==> config.mk <==
export PLATFORM = sky130hd
export DESIGN_NAME = keypad_matrix_responder
export DESIGN_NICKNAME = d
export VERILOG_FILES = /design/src/rtl/wam_pkg.sv /design/src/rtl/key_debouncer.sv /design/src/rtl/keypad_matrix_responder.sv
export SDC_FILE = /design/constraint.sdc
export NUM_CORES = 1
export LEC_CHECK = 0
export CORE_MARGIN = 2
export CORE_UTILIZATION = 60
export DETAILED_ROUTE_END_ITERATION = 8
export PLACE_DENSITY = 0.87
export SKIP_CTS_REPAIR_TIMING = 1
export SKIP_LAST_GASP = 1
export SLEW_MARGIN = 20
export SYNTH_ARGS = -nofsm -noshare
export SYNTH_HDL_FRONTEND = slang
export SYNTH_SLANG_ARGS = --single-unit
==> constraint.sdc <==
create_clock -name clk -period 5.6 [get_ports clk]
set_clock_uncertainty 0.05 [all_clocks]
set_input_delay 1.12 -clock clk [delete_from_list [all_inputs] [get_ports clk]]
set_output_delay 1.12 -clock clk [all_outputs]
set_load 0.01 [all_outputs]
==> src/rtl/wam_pkg.sv <==
// Shared constants, key indexing and inject FSM encoding for the WAM 3x3 keypad.
package wam_pkg;

    localparam int NUM_KEYS = 9;
    localparam int NUM_ROWS = 3;
    localparam int NUM_COLS = 3;
    localparam logic [3:0] KEY_NONE = 4'hF;

    typedef enum logic {
        IDLE   = 1'b0,
        INJECT = 1'b1
    } inj_state_t;

    function automatic logic [3:0] key_index(input int c, input int r);
        return 4'(3 * c + r);
    endfunction

endpackage

==> src/rtl/key_debouncer.sv <==
// One button: 2-FF synchronizer, then a stable state that only flips after
// DEBOUNCE_MAX+1 consecutive cycles of disagreement.
module key_debouncer #(
    parameter int DB_W = 20,
    parameter logic [DB_W-1:0] DEBOUNCE_MAX = 20'd999_999
) (
    input  logic clk,
    input  logic reset,
    input  logic button,
    output logic stable
);

    localparam logic [DB_W-1:0] CNT_ONE = {{(DB_W-1){1'b0}}, 1'b1};

    logic meta_r;
    logic sync_r;
    logic [DB_W-1:0] cnt_r;

    // Synchronizer, disagreement counter and stable state
    always_ff @(posedge clk) begin
        if (reset) begin
            meta_r <= 1'b0;
            sync_r <= 1'b0;
            cnt_r  <= {DB_W{1'b0}};
            stable <= 1'b0;
        end else begin
            meta_r <= button;
            sync_r <= meta_r;
            if (sync_r != stable) begin
                if (cnt_r == DEBOUNCE_MAX) begin
                    stable <= sync_r;
                    cnt_r  <= {DB_W{1'b0}};
                end else begin
                    cnt_r <= cnt_r + CNT_ONE;
                end
            end else begin
                cnt_r <= {DB_W{1'b0}};
            end
        end
    end

endmodule

==> src/rtl/keypad_matrix_responder.sv <==
// Key-matrix side of the WAM keypad: debounced buttons plus injected presses,
// answered on the row lines for whichever column the scanner drives.
module keypad_matrix_responder
    import wam_pkg::*;
#(
    parameter int DB_W = 20,
    parameter logic [DB_W-1:0] DEBOUNCE_MAX = 20'd999_999,
    parameter int INJ_W = 28,
    parameter logic [INJ_W-1:0] INJECT_CYCLES = 28'd24_999_999,
    parameter bit STRICT_ONEHOT = 1'b1
) (
    input  logic                clk,
    input  logic                reset,
    input  logic [NUM_KEYS-1:0] buttons,
    input  logic [NUM_COLS-1:0] column,
    output logic [NUM_ROWS-1:0] row,
    input  logic                inject_req,
    input  logic [3:0]          inject_key,
    output logic                inject_ack,
    output logic                inject_err,
    output logic                busy,
    output logic [NUM_KEYS-1:0] press_strobe,
    output logic                press_valid,
    output logic [3:0]          press_key
);

    localparam logic [INJ_W-1:0] ICNT_ONE = {{(INJ_W-1){1'b0}}, 1'b1};
    localparam logic [NUM_KEYS-1:0] KEY_ONE = {{(NUM_KEYS-1){1'b0}}, 1'b1};

    logic [NUM_KEYS-1:0] stable_s;
    logic [NUM_KEYS-1:0] eff_s;
    logic [NUM_KEYS-1:0] eff_q_r;
    logic [NUM_KEYS-1:0] forced_r;
    logic [NUM_KEYS-1:0] forced_s;
    logic [NUM_KEYS-1:0] strobe_s;
    logic [NUM_ROWS-1:0] row_s;
    logic [3:0]          key_s;
    logic [INJ_W-1:0]    icnt_r;
    logic [INJ_W-1:0]    icnt_s;
    logic                ack_s;
    logic                err_s;
    inj_state_t          state_r;
    inj_state_t          state_s;

    genvar k;
    generate
        for (k = 0; k < NUM_KEYS; k++) begin : g_db
            key_debouncer #(
                .DB_W(DB_W),
                .DEBOUNCE_MAX(DEBOUNCE_MAX)
            ) u_db (
                .clk(clk),
                .reset(reset),
                .button(buttons[k]),
                .stable(stable_s[k])
            );
        end
    endgenerate

    assign eff_s    = stable_s | forced_r;
    assign strobe_s = eff_s & ~eff_q_r;
    assign busy     = (state_r == INJECT);

    // Row response: a passive matrix, optionally silenced for multi-column drive
    always_comb begin
        row_s = {NUM_ROWS{1'b0}};
        if (!STRICT_ONEHOT || $onehot(column)) begin
            for (int r = 0; r < NUM_ROWS; r++) begin
                for (int c = 0; c < NUM_COLS; c++) begin
                    row_s[r] = row_s[r] | (column[c] & eff_s[key_index(c, r)]);
                end
            end
        end else begin
            row_s = {NUM_ROWS{1'b0}};
        end
    end

    // Lowest strobing key wins; scanned high to low so the last hit is the lowest
    always_comb begin
        key_s = KEY_NONE;
        for (int i = NUM_KEYS - 1; i >= 0; i--) begin
            if (strobe_s[i]) begin
                key_s = 4'(i);
            end else begin
                key_s = key_s;
            end
        end
    end

    // Inject FSM next-state and pulse outputs
    always_comb begin
        state_s  = state_r;
        icnt_s   = icnt_r;
        forced_s = forced_r;
        ack_s    = 1'b0;
        err_s    = 1'b0;
        case (state_r)
            IDLE: begin
                if (inject_req && (inject_key <= 4'd8)) begin
                    state_s  = INJECT;
                    forced_s = KEY_ONE << inject_key;
                    icnt_s   = INJECT_CYCLES;
                    ack_s    = 1'b1;
                end else if (inject_req) begin
                    err_s = 1'b1;
                end else begin
                    state_s = IDLE;
                end
            end
            INJECT: begin
                if (icnt_r != {INJ_W{1'b0}}) begin
                    icnt_s = icnt_r - ICNT_ONE;
                end else begin
                    forced_s = {NUM_KEYS{1'b0}};
                    state_s  = IDLE;
                end
            end
            default: begin
                state_s  = IDLE;
                forced_s = {NUM_KEYS{1'b0}};
                icnt_s   = {INJ_W{1'b0}};
            end
        endcase
    end

    // State, edge-detect history and all registered outputs
    always_ff @(posedge clk) begin
        if (reset) begin
            state_r      <= IDLE;
            icnt_r       <= {INJ_W{1'b0}};
            forced_r     <= {NUM_KEYS{1'b0}};
            eff_q_r      <= {NUM_KEYS{1'b0}};
            row          <= {NUM_ROWS{1'b0}};
            inject_ack   <= 1'b0;
            inject_err   <= 1'b0;
            press_strobe <= {NUM_KEYS{1'b0}};
            press_valid  <= 1'b0;
            press_key    <= KEY_NONE;
        end else begin
            state_r      <= state_s;
            icnt_r       <= icnt_s;
            forced_r     <= forced_s;
            eff_q_r      <= eff_s;
            row          <= row_s;
            inject_ack   <= ack_s;
            inject_err   <= err_s;
            press_strobe <= strobe_s;
            press_valid  <= |strobe_s;
            press_key    <= key_s;
        end
    end

endmodule

==> results of run 1 <==
## layout by cell type (no fill, tap or decap), drive strengths merged, types with 4 or more instances in the layout
| cell | synthesis | layout |
|---|---|---|
| buf | 7 | 4 |
| nand2 | 75 | 75 |
| a211oi | 7 | 7 |
| or4 | 8 | 8 |
| and4 | 16 | 16 |
| nor3 | 50 | 50 |
| mux2 | 4 | 4 |
| mux2i | 9 | 9 |
| nor2 | 271 | 271 |
| or3 | 18 | 18 |
| and3 | 30 | 30 |
| inv | 27 | 28 |
| a31oi | 6 | 6 |
| o21bai | 4 | 4 |
| nand4b | 5 | 5 |
| xnor2 | 97 | 97 |
| or2 | 6 | 6 |
| clkbuf | 28 | 40 |
| nand3 | 64 | 64 |
| o211ai | 4 | 4 |
| xor2 | 84 | 84 |
| bufinv | 0 | 4 |
| ha | 11 | 11 |
| clkdlybuf4s50 | 0 | 37 |
| nor4 | 26 | 26 |
| clkinv | 0 | 4 |
| a21oi | 20 | 20 |
| nand4 | 39 | 39 |
| o21ai | 15 | 15 |
| nor2b | 23 | 23 |
| a22oi | 6 | 6 |
| or4b | 4 | 4 |
| dfxtp | 273 | 273 |
| nor4b | 16 | 16 |
| o22ai | 4 | 4 |
| nand2b | 6 | 6 |
## area by class of cell
class | count | share of cell area (%)
diodes | 1 | 0.0193
clock buffers | 40 | 6.20
clock inverters | 9 | 1.18
inverters | 27 | 0.782
multi-input cells | 955 | 44.3
flip-flops and latches | 273 | 42.1
well taps | 234 | 2.26
repair buffers | 41 | 3.09
## cells by family after synthesis
family                   share of synthesized area, %
XOR/XNOR                                         13.8
AO/OA/AOI/OAI                                    4.79
buffers and inverters                            2.14
adder cells (fa/ha/maj)                          1.38
multiplexers                                     1.24
AND/OR/NAND/NOR                                  28.9
flip-flops                                       47.7
## power by group through the flow
stage / sequential, mW / combinational, mW / clock [mW]
final: 2.00 / 0.195 / 1.91
after global routing: 2.01 / 0.216 / 2.02
after CTS: 2.00 / 0.193 / 1.94
after detailed placement: 2.04 / 0.192 / 0
after global placement: 2.04 / 0.186 / 0
after floorplan: 2.04 / 0.140 / 0
## layer usage
| metal | vias to the layer above | track usage, % | routed length [um] |
|---|---|---|---|
| li1 | 4513 | - | - |
| met1 | 4175 | 29.9 | 10300 |
| met2 | 194 | 38.5 | 10700 |
| met3 | 56 | 3.36 | 923 |
| met4 | 0 | 8.42 | 759 |
| met5 | - | 0 | 0 |
## how the worst max path moves through the flow
| stage | from | end | slack [ns] | cells after the start |
|---|---|---|---|---|
| detailed placement | inject_key[0] | forced_r[1]$_SDFFE_PP0P_ | 2.26 | 6 |
| floorplan | inject_key[2] | forced_r[0]$_SDFFE_PP0P_ | 3.07 | 5 |
| global placement | inject_key[0] | forced_r[2]$_SDFFE_PP0P_ | 2.34 | 6 |
| global route | inject_key[0] | forced_r[5]$_SDFFE_PP0P_ | 2.50 | 6 |
| finish | inject_key[0] | forced_r[5]$_SDFFE_PP0P_ | 2.68 | 6 |
| CTS | busy$_SDFF_PP0_ | busy | 2.69 | 1 |
## critical path, stage by stage
cell and delay [ns]:
clkdlybuf4s50_1 0.51, or3_1 0.40, a21oi_1 0.49, a41oi_1 0.30
a22oi_1 0.36, nor2_1 0.08
## flip-flops by register name, indices dropped and copies added (netlist names), 3 cells and up
| signal | flops |
|---|---|
| g_db.u_db.cnt_r | 180 |
| icnt_r | 28 |
| eff_q_r | 9 |
| forced_r | 9 |
| g_db.u_db.meta_r | 9 |
| g_db.u_db.stable | 9 |
| g_db.u_db.sync_r | 9 |
| press_strobe | 9 |
| press_key | 4 |
| row | 3 |
==> results by group, run 1 <==
Status
  – Status: completed

CTS
  – CTS tree: done
  – Root buffer cell: clkbuf_16
  – Clock Path Buffers: 3
  – H-tree depth: 1
  – Cts bufs inserted: 27
  – Worst-skew pair later-pin latency: roughly 0.54 ns
  – Clock sinks: 273
  – Reg clk slew, reported paths: 0.06 ns

Worst hold path
  – Hold endpoint: g_db[5].u_db.sync_r$_SDFF_PP0_
  – Worst hold path startpoint: g_db[5].u_db.meta_r$_SDFF_PP0_
  – Worst Hold Class: reg2reg
  – WHS Path Cells: 1

Finish
  – Area growth, synth to finish: 13.2%
  – Util after Layout: 69.3%
  – Post-Layout Cell Count: 1580
  – Fillers: 1354
  – Multi-input logic area: between 5000 and 6000 um^2
  – Fin area: 13000 um^2
  – Layout cell share with drive strength beyond 1: 4.98%
  – Nets: 1356
  – Seq. cell area: 5470 um^2

Timing
  – Final Hold Vio Count: 0
  – Setup-failing EPs final: 0
  – Final Cycle Share: a little over half
  – Worst slew pin tran: 0.903 ns
  – Setup TNS: 0 ns
  – RSZ-0062 raised after global routing: false
  – Final Max Slew Viols: 0
  – Worst relative slew slack: 39.2%
  – Worst Slack Setup Final: 2.68 ns
  – Hold Worst Slack: about 0.38 ns
  – Max Freq: roughly 340 MHz
  – Crit path time final: 2.92 ns

Pwr
  – Sw frac: 21.4%
  – Sequential Power Share: 48.7%
  – Cell Int Power: 3.23 mW
  – Max VDD drop: around 0.32 mV
  – PD cells: about 320 nW/um^2
  – Gate power share: 4.7%
  – P_leak: ~4.2 nW
  – Clock network fraction of design power: 46.5%
  – Overall Power: 4.11 mW
  – Switching power: 0.880 mW

Worst setup path
  – R2r startpoint: icnt_r[0]$_SDFFE_PP0P_
  – Crit Path Class: in2reg
  – Max Fanout on Critical Path: 9
  – CP endpoint kind: flip-flop
  – R2r setup slk: 2.78 ns
  – Worst EP required: 5.93 ns
  – R2r endpoint: icnt_r[3]$_SDFFE_PP0P_
  – Reg2reg path depth: 7
  – Startpoint Class: input pin
  – Worst EP arrival: 3.26 ns

Route
  – Final wirelength: 22.6 mm
  – Wire length per cell: about 14 um
  – Iteration-0 DRC Markers: 584
  – DRC: 0
  – Routed Antenna Nets: 0
  – Vias: around 9k
  – Drt pass-1 iters: 5
  – Vias per cell: 5.66

Logic synthesis
  – Synth area leaders: dfxtp_1 (48%), nor2_1 (8.9%), xnor2_1 (7.4%)
  – Mapped Area: 11500 um^2
  – Top_reg_cell synth: dfxtp_1
  – Synth area leader: dfxtp_1
  – Synth async-reset ratio: 0%
  – Top-area cell type share of the netlist area: 47.7%
  – Most frequent cell after synthesis: dfxtp_1
  – Synth top cells by count: dfxtp_1 (273), nor2_1 (271), xnor2_1 (97)
  – Distinct cells, synth: 59
  – Synthesized area per cell: 8.88 um^2
  – Number of synthesized flops with an enable pin: 0
  – Sequential element share of the synthesized area: approximately 48%
  – Net count after synthesis: 1321
  – Post-Synthesis Cells: 1290
  – Warnings from Yosys: 0
  – Seq cells post-synth: 273

Place
  – Pre-CTS WS: 2.26 ns
  – Cells after DPL: 1530
  – Buffers on Ports: 38
  – Placed instance area: 12000 um^2
  – Post-DP HPWL: ~15 mm
  – Gpl congestion: 0.812

GRT
  – First-pass GRT wire length: between 30 and 40 mm
  – Gr ovfl total: 0
  – Vias in the first global route: 8547
  – Largest net degree at the start of global routing: 56
  – Gr usage total: 22.9%
  – Initial antenna violation count: 1

Floorplan
  – Die ar.: 20200 um^2
  – Die Wd: 142 um
  – Rows: 50
  – Core Region: 18700 um^2
  – Num ports: 39
  – Initial Util: 61.3%
  – DIE HEIGHT: about 140 um

Run
  – Max_cap viols: 0
No activity file was read; power rests on OpenSTA's default activity.
==> run 2, diff against run 1 <==
- CORE_UTILIZATION: 60 -> 55
- PLACE_DENSITY: 0.87 -> 0.85
- clock period: 5.6 -> 2.45 ns (I/O delays scaled with it)
==> run 2 against run 1 <==
  * Via count rose by 1.3%
  * First-iteration DRC count decreased by 19%
  * Combinational power grew to 2.9 times the previous value
  * Total power rose by 130%
  * Die area up 8.8%
  * Worst hold slack got worse by 0.020 ns
  * Sequential power up 130%
  * Sequential cell count unchanged
  * Core utilization down 3.8 points
  * Non-clock buffer count rose by 37
  * Routed wire length grew 1.4%
  * Largest power group unchanged
==> results by group, run 2 (synthesis gave the netlist of run 1 again) <==
Timing
  – Worst relative slew slack: 56.8% (+18 points)
  – Worst slew pin tran: 0.649 ns (-0.254 ns)
  – Final Hold Vio Count: 0 (unchanged)
  – Final Cycle Share: 97.8%
  – Final Max Slew Viols: 0 (unchanged)
  – Crit path time final: around 2.4 ns
  – Max Freq: 417 MHz
  – Setup-failing EPs final: 0 (unchanged)

Route
  – Wire length per cell: 13.9 um (-3.0%)
  – Iteration-0 DRC Markers: 471 (-19%)
  – DRC: 0 (unchanged)
  – Vias per cell: 5.48 (-3.1%)
  – Vias: 9056 (+1.3%)
  – Final wirelength: 23.0 mm (+1.4%)
  – Routed Antenna Nets: 0 (unchanged)
  – Drt pass-1 iters: 5 (unchanged)

GRT
  – Largest net degree at the start of global routing: 48 (-14%)
  – First-pass GRT wire length: 39.2 mm (+0.41%)
  – Vias in the first global route: 8710 (+1.9%)
  – Gr ovfl total: 0 (unchanged)
  – Gr usage total: 20.9% (-2.0 points)
  – Initial antenna violation count: 0 (-1)

Floorplan
  – Core Region: 20400 um^2 (+8.9%)
  – Rows: 52 (+4.0%)
  – Die ar.: 22000 um^2 (+8.8%)
  – Initial Util: 56.3% (-5.0 points)
  – DIE HEIGHT: 148 um (+4.3%)
  – Die Wd: 148 um (+4.3%)
  – Num ports: 39 (unchanged)

Place
  – Post-DP HPWL: 15.8 mm (+4.2%)
  – Gpl congestion: 0.917 (+13%)
  – Placed instance area: 12300 um^2 (+2.8%)
  – Buffers on Ports: 38 (unchanged)

CTS
  – Clock Path Buffers: 3 (unchanged)
  – H-tree depth: 1 (unchanged)
  – Reg clk slew, reported paths: 0.06 ns (about the same)
  – Root buffer cell: clkbuf_16
  – Clock sinks: 273 (unchanged)
  – CTS tree: done
  – Cts bufs inserted: 28 (+3.7%)
  – Worst-skew pair later-pin latency: 0.54 ns (about the same)

Finish
  – Most frequent cells in the layout: dfxtp_1 (273), nor2_1 (271), xnor2_1 (97)
  – Top Registers: g_db.u_db.cnt_r x180, icnt_r x28
  – Largest register by flop count: g_db.u_db.cnt_r
  – Fillers: 1587 (+17%)
  – Nets: 1394 (+2.8%)
  – Layout cell share with drive strength beyond 1: 7.89% (+2.9 points)
  – Max reg flops: 180 (unchanged)
  – Fin area: 13300 um^2 (+2.9%)
  – Area growth, synth to finish: 16.5%
  – Most common cell after layout, fill and taps aside: dfxtp_1
  – N_diodes: 0 (-1)

Pwr
  – Max VDD drop: 0.549 mV (+69%)
  – PD cells: 716 nW/um^2 (+130%)
  – P_leak: 4.43 nW (+4.7%)
  – Overall Power: 9.56 mW (+130%)

Worst setup path
  – CP endpoint kind: flip-flop
  – Worst EP arrival: 2.78 ns (-0.48 ns)
  – Crit Path Class: reg2reg
  – Startpoint Class: flip-flop
  – Max Fanout on Critical Path: 5 (-4)
  – Worst EP required: 2.84 ns (-3.09 ns)

Run
  – Max_cap viols: 0 (unchanged)

Status
  – Status: completed

Worst hold path
  – Worst Hold Class: in2reg
## run 2: path summary, 6_finish.rpt
check	from	endpoint	slack [ns]	cells after the start
setup / recovery	icnt_r[17]$_SDFFE_PP0P_	icnt_r[5]$_SDFFE_PP0P_	0.05	6
hold / removal	reset	g_db[8].u_db.stable$_SDFFE_PP0P_	0.36	2
setup reg to reg	icnt_r[17]$_SDFFE_PP0P_	icnt_r[5]$_SDFFE_PP0P_	0.05	6
hold reg to reg	g_db[4].u_db.meta_r$_SDFF_PP0_	g_db[4].u_db.sync_r$_SDFF_PP0_	0.39	1
## run 2: power breakdown
group / switching, mW / total (mW) / internal (mW) / leakage [nW]
Sequential: 0.0594 / 4.57 / 4.51 / 2.21
Clock: 1.69 / 4.43 / 2.74 / 0.488
Combinational: 0.309 / 0.557 / 0.247 / 1.73
Total: 2.06 / 9.56 / 7.50 / 4.43
## run 2: through the flow
| stage | utilization [%] | std cells | setup slack, ns | setup TNS [ns] | hold WS (ns) |
|---|---|---|---|---|---|
| global placement | 60.6 | 1603 | 0.112 | 0 | 0.371 |
| floorplan | - | 1290 | 0.154 | 0 | 0.363 |
| detailed placement | 60.6 | 1603 | -0.0239 | -0.0239 | 0.376 |
| finish | 65.5 | 1652 | 0.0547 | 0 | 0.358 |
| CTS | 65.4 | 1652 | 0.0257 | 0 | 0.348 |
| global route | 65.5 | 1652 | -0.0206 | -0.0214 | 0.378 |
## run 2: worst max-delay path: stages (launching register included)
cell and delay [ns]:
dfxtp_1 0.34, or4_1 0.63, or4b_4 0.61, o21ai_2 0.23, buf_4 0.17, nor3_1 0.04
a211oi_1 0.24
## run 2: cell type report
class / instances / area, um^2 / share of cell area (%)
clock inverter: 11 / 155 / 1.16
inverter: 27 / 101 / 0.759
timing repair buffer: 78 / 691 / 5.17
clock buffer: 38 / 820 / 6.14
tap: 270 / 338 / 2.53
sequential: 273 / 5470 / 40.9
multi-input combinational: 955 / 5780 / 43.3
## run 2: routing by layer
layer | track usage [%] | up-vias | wire length, um
li1 | - | 4578 | -
met1 | 27.0 | 4237 | 10300
met2 | 36.3 | 197 | 11100
met3 | 2.98 | 44 | 969
met4 | 6.52 | 0 | 604
met5 | 0 | - | 0
==> run 3, diff against run 2 <==
- CORE_UTILIZATION: 55 -> 57
- CTS_BUF_LIST: default -> sky130_fd_sc_hd__clkbuf_8
- PLACE_DENSITY: 0.85 -> 0.87
==> run 3 against run 2 <==
  * Die area decreased by 3.4%
  * Setup slack improved by 0.020 ns
  * Sequential share of layout area increased by 0.065 points
  * Count of clock-buffer cells in the layout increased by 22
  * Critical path type unchanged
  * Critical path depth decreased by 1
  * Via count increased by 1.5%
  * Design area decreased by 0.16%
  * Global-route usage increased by 0.93 points
  * Core utilization increased by 2.5 points
  * Sequential cell count unchanged
  * Clock power decreased by 6.3%
  * Non-clock buffer count increased by 2
==> results by group, run 3 (synthesis gave the netlist of run 1 again) <==
Status
  – Status: completed

Timing
  – RSZ-0062 raised after global routing: false
  – Final Cycle Share: 97.0% (-0.81 points)
  – Crit path time final: 2.38 ns (-0.0200 ns)
  – Final Hold Vio Count: 0 (unchanged)
  – Setup-failing EPs final: 0 (unchanged)
  – Worst slew pin tran: 0.695 ns (+0.0465 ns)
  – Worst relative slew slack: 53.7% (-3.1 points)
  – Final Max Slew Viols: 0 (unchanged)
  – Max Freq: 421 MHz (+0.84%)

Worst setup path
  – Worst EP arrival: 2.76 ns (-0.02 ns)
  – Max Fanout on Critical Path: 5 (unchanged)
  – CP peak stage delay: 0.58 ns (-0.05 ns)
  – Startpoint Class: flip-flop
  – Top Family by Delay on Critical Path: simple AND/OR/NAND/NOR gates
  – Crit Path Class: reg2reg
  – Crit-path cells: or4_1 > or4b_4 > o2111ai_2 > nor3_2 > mux2_4
  – Slowest stage cell, crit path: or4b_4
  – Worst EP required: 2.84 ns (about the same)
  – CP endpoint kind: flip-flop
  – CP Buf/Inv Count: 0 (-1)

Finish
  – Fillers: 1494 (-5.9%)
  – Top Registers: g_db.u_db.cnt_r x180, icnt_r x28
  – Fin area: 13300 um^2 (-0.16%)
  – Largest register by flop count: g_db.u_db.cnt_r
  – Area growth, synth to finish: 16.3%
  – Seq. cell area: 5470 um^2 (unchanged)
  – Max reg flops: 180 (unchanged)
  – Most common cell after layout, fill and taps aside: dfxtp_1
  – Most frequent cells in the layout: dfxtp_1 (273), nor2_1 (271), xnor2_1 (97)
  – Layout cell share with drive strength beyond 1: 9.34% (+1.5 points)
  – Multi-input logic area: 5770 um^2 (-0.22%)
  – Nets: 1412 (+1.3%)
  – N_diodes: 0 (unchanged)

CTS
  – Clock Path Buffers: 3 (unchanged)
  – Worst-skew pair later-pin latency: 0.56 ns (+0.02 ns)
  – Clock sinks: 273 (unchanged)
  – Cts bufs inserted: 44 (+57%)
  – Reg clk slew, reported paths: 0.06 ns (about the same)
  – H-tree depth: 2 (+1)
  – Root buffer cell: clkbuf_8
  – CTS tree: done

Floorplan
  – Core Region: 19600 um^2 (-3.8%)
  – DIE HEIGHT: 146 um (-1.7%)
  – Die ar.: 21300 um^2 (-3.4%)
  – Rows: 51 (-1.9%)
  – Num ports: 39 (unchanged)
  – Initial Util: 58.5% (+2.2 points)
  – Die Wd: 146 um (-1.7%)

Pwr
  – Max VDD drop: 0.458 mV (-17%)
  – PD cells: 696 nW/um^2 (-2.8%)
  – Overall Power: 9.27 mW (-3.0%)
  – P_leak: 4.48 nW (+1.1%)

Route
  – DRC: 0 (unchanged)
  – Drt pass-1 iters: 6 (+1)
  – Routed Antenna Nets: 0 (unchanged)
  – Vias: 9188 (+1.5%)
  – Wire length per cell: 14.0 um (+0.83%)
  – Iteration-0 DRC Markers: 622 (+32%)
  – Final wirelength: 23.5 mm (+2.4%)
  – Vias per cell: 5.48 (-0.11%)

Place
  – Post-DP HPWL: 15.9 mm (+0.82%)
  – Placed instance area: 12300 um^2 (-0.21%)
  – Buffers on Ports: 38 (unchanged)
  – Gpl congestion: 0.869 (-5.2%)

Run
  – Max_cap viols: 0 (unchanged)

GRT
  – Gr usage total: 21.8% (+0.93 points)
  – Vias in the first global route: 8812 (+1.2%)
  – Initial antenna violation count: 0 (unchanged)
  – Gr ovfl total: 0 (unchanged)
  – Largest net degree at the start of global routing: 70 (+46%)
  – First-pass GRT wire length: 39.6 mm (+1.2%)

Worst hold path
  – Worst Hold Class: reg2reg
run 3: cell count changes in the layout (fill, tap and decap cells not counted), sizes merged:
cell | previous run | this run
clkinvlp | 0 | 2
clkbuf | 38 | 60
bufinv | 4 | 2
inv | 27 | 38
buf | 41 | 43
clkinv | 7 | 3
run 3: final timing paths:
check	from	end	slack (ns)	depth (start not counted)
setup reg to reg	icnt_r[16]$_SDFFE_PP0P_	icnt_r[27]$_SDFFE_PP0P_	0.07	5
hold / removal	g_db[3].u_db.cnt_r[0]$_SDFF_PP0_	g_db[3].u_db.cnt_r[0]$_SDFF_PP0_	0.39	1
hold reg to reg	g_db[3].u_db.cnt_r[0]$_SDFF_PP0_	g_db[3].u_db.cnt_r[0]$_SDFF_PP0_	0.39	1
setup / recovery	icnt_r[16]$_SDFFE_PP0P_	icnt_r[27]$_SDFFE_PP0P_	0.07	5
run 3: area by class of cell:
| type | instances | area share (%) |
|---|---|---|
| Multi-Input combinational cell | 955 | 43.3 |
| Clock inverter | 18 | 0.986 |
| Sequential cell | 273 | 41.0 |
| Clock buffer | 60 | 6.20 |
| Inverter | 27 | 0.760 |
| Tap cell | 265 | 2.49 |
| Timing Repair Buffer | 80 | 5.30 |
run 3: metal layers:
| metal | share of wire (%) | track usage (%) |
|---|---|---|
| met1 | 44 | 26.7 |
| met2 | 49 | 38.1 |
| met4 | 2.3 | 7.35 |
| met5 | 0 | 0 |
| met3 | 4.7 | 4.70 |
run 3: through the flow:
step	cells	setup TNS, ns	setup slack, ns	hold slack (ns)	util (%)
finish	1678	0	0.0746	0.389	68.0
global route	1678	0	0.0188	0.407	68.0
CTS	1675	0	0.0701	0.385	67.8
detailed placement	1597	-0.520	-0.0877	0.379	62.9
global placement	1597	0	0.0275	0.367	62.9
floorplan	1290	0	0.154	0.363	-
run 3: power breakdown:
part,total [mW],switching (mW),internal (mW)
logic,0.550,0.300,0.250
clock network,4.15,1.77,2.38
registers,4.57,0.0611,4.51
total,9.27,2.13,7.14
run 3: worst register-to-register path, cell delays in order (launching register included):
cell and delay, ns:
dfxtp_1 0.35, or4_1 0.57, or4b_4 0.58, o2111ai_2 0.34, nor3_2 0.08, mux2_4 0.29
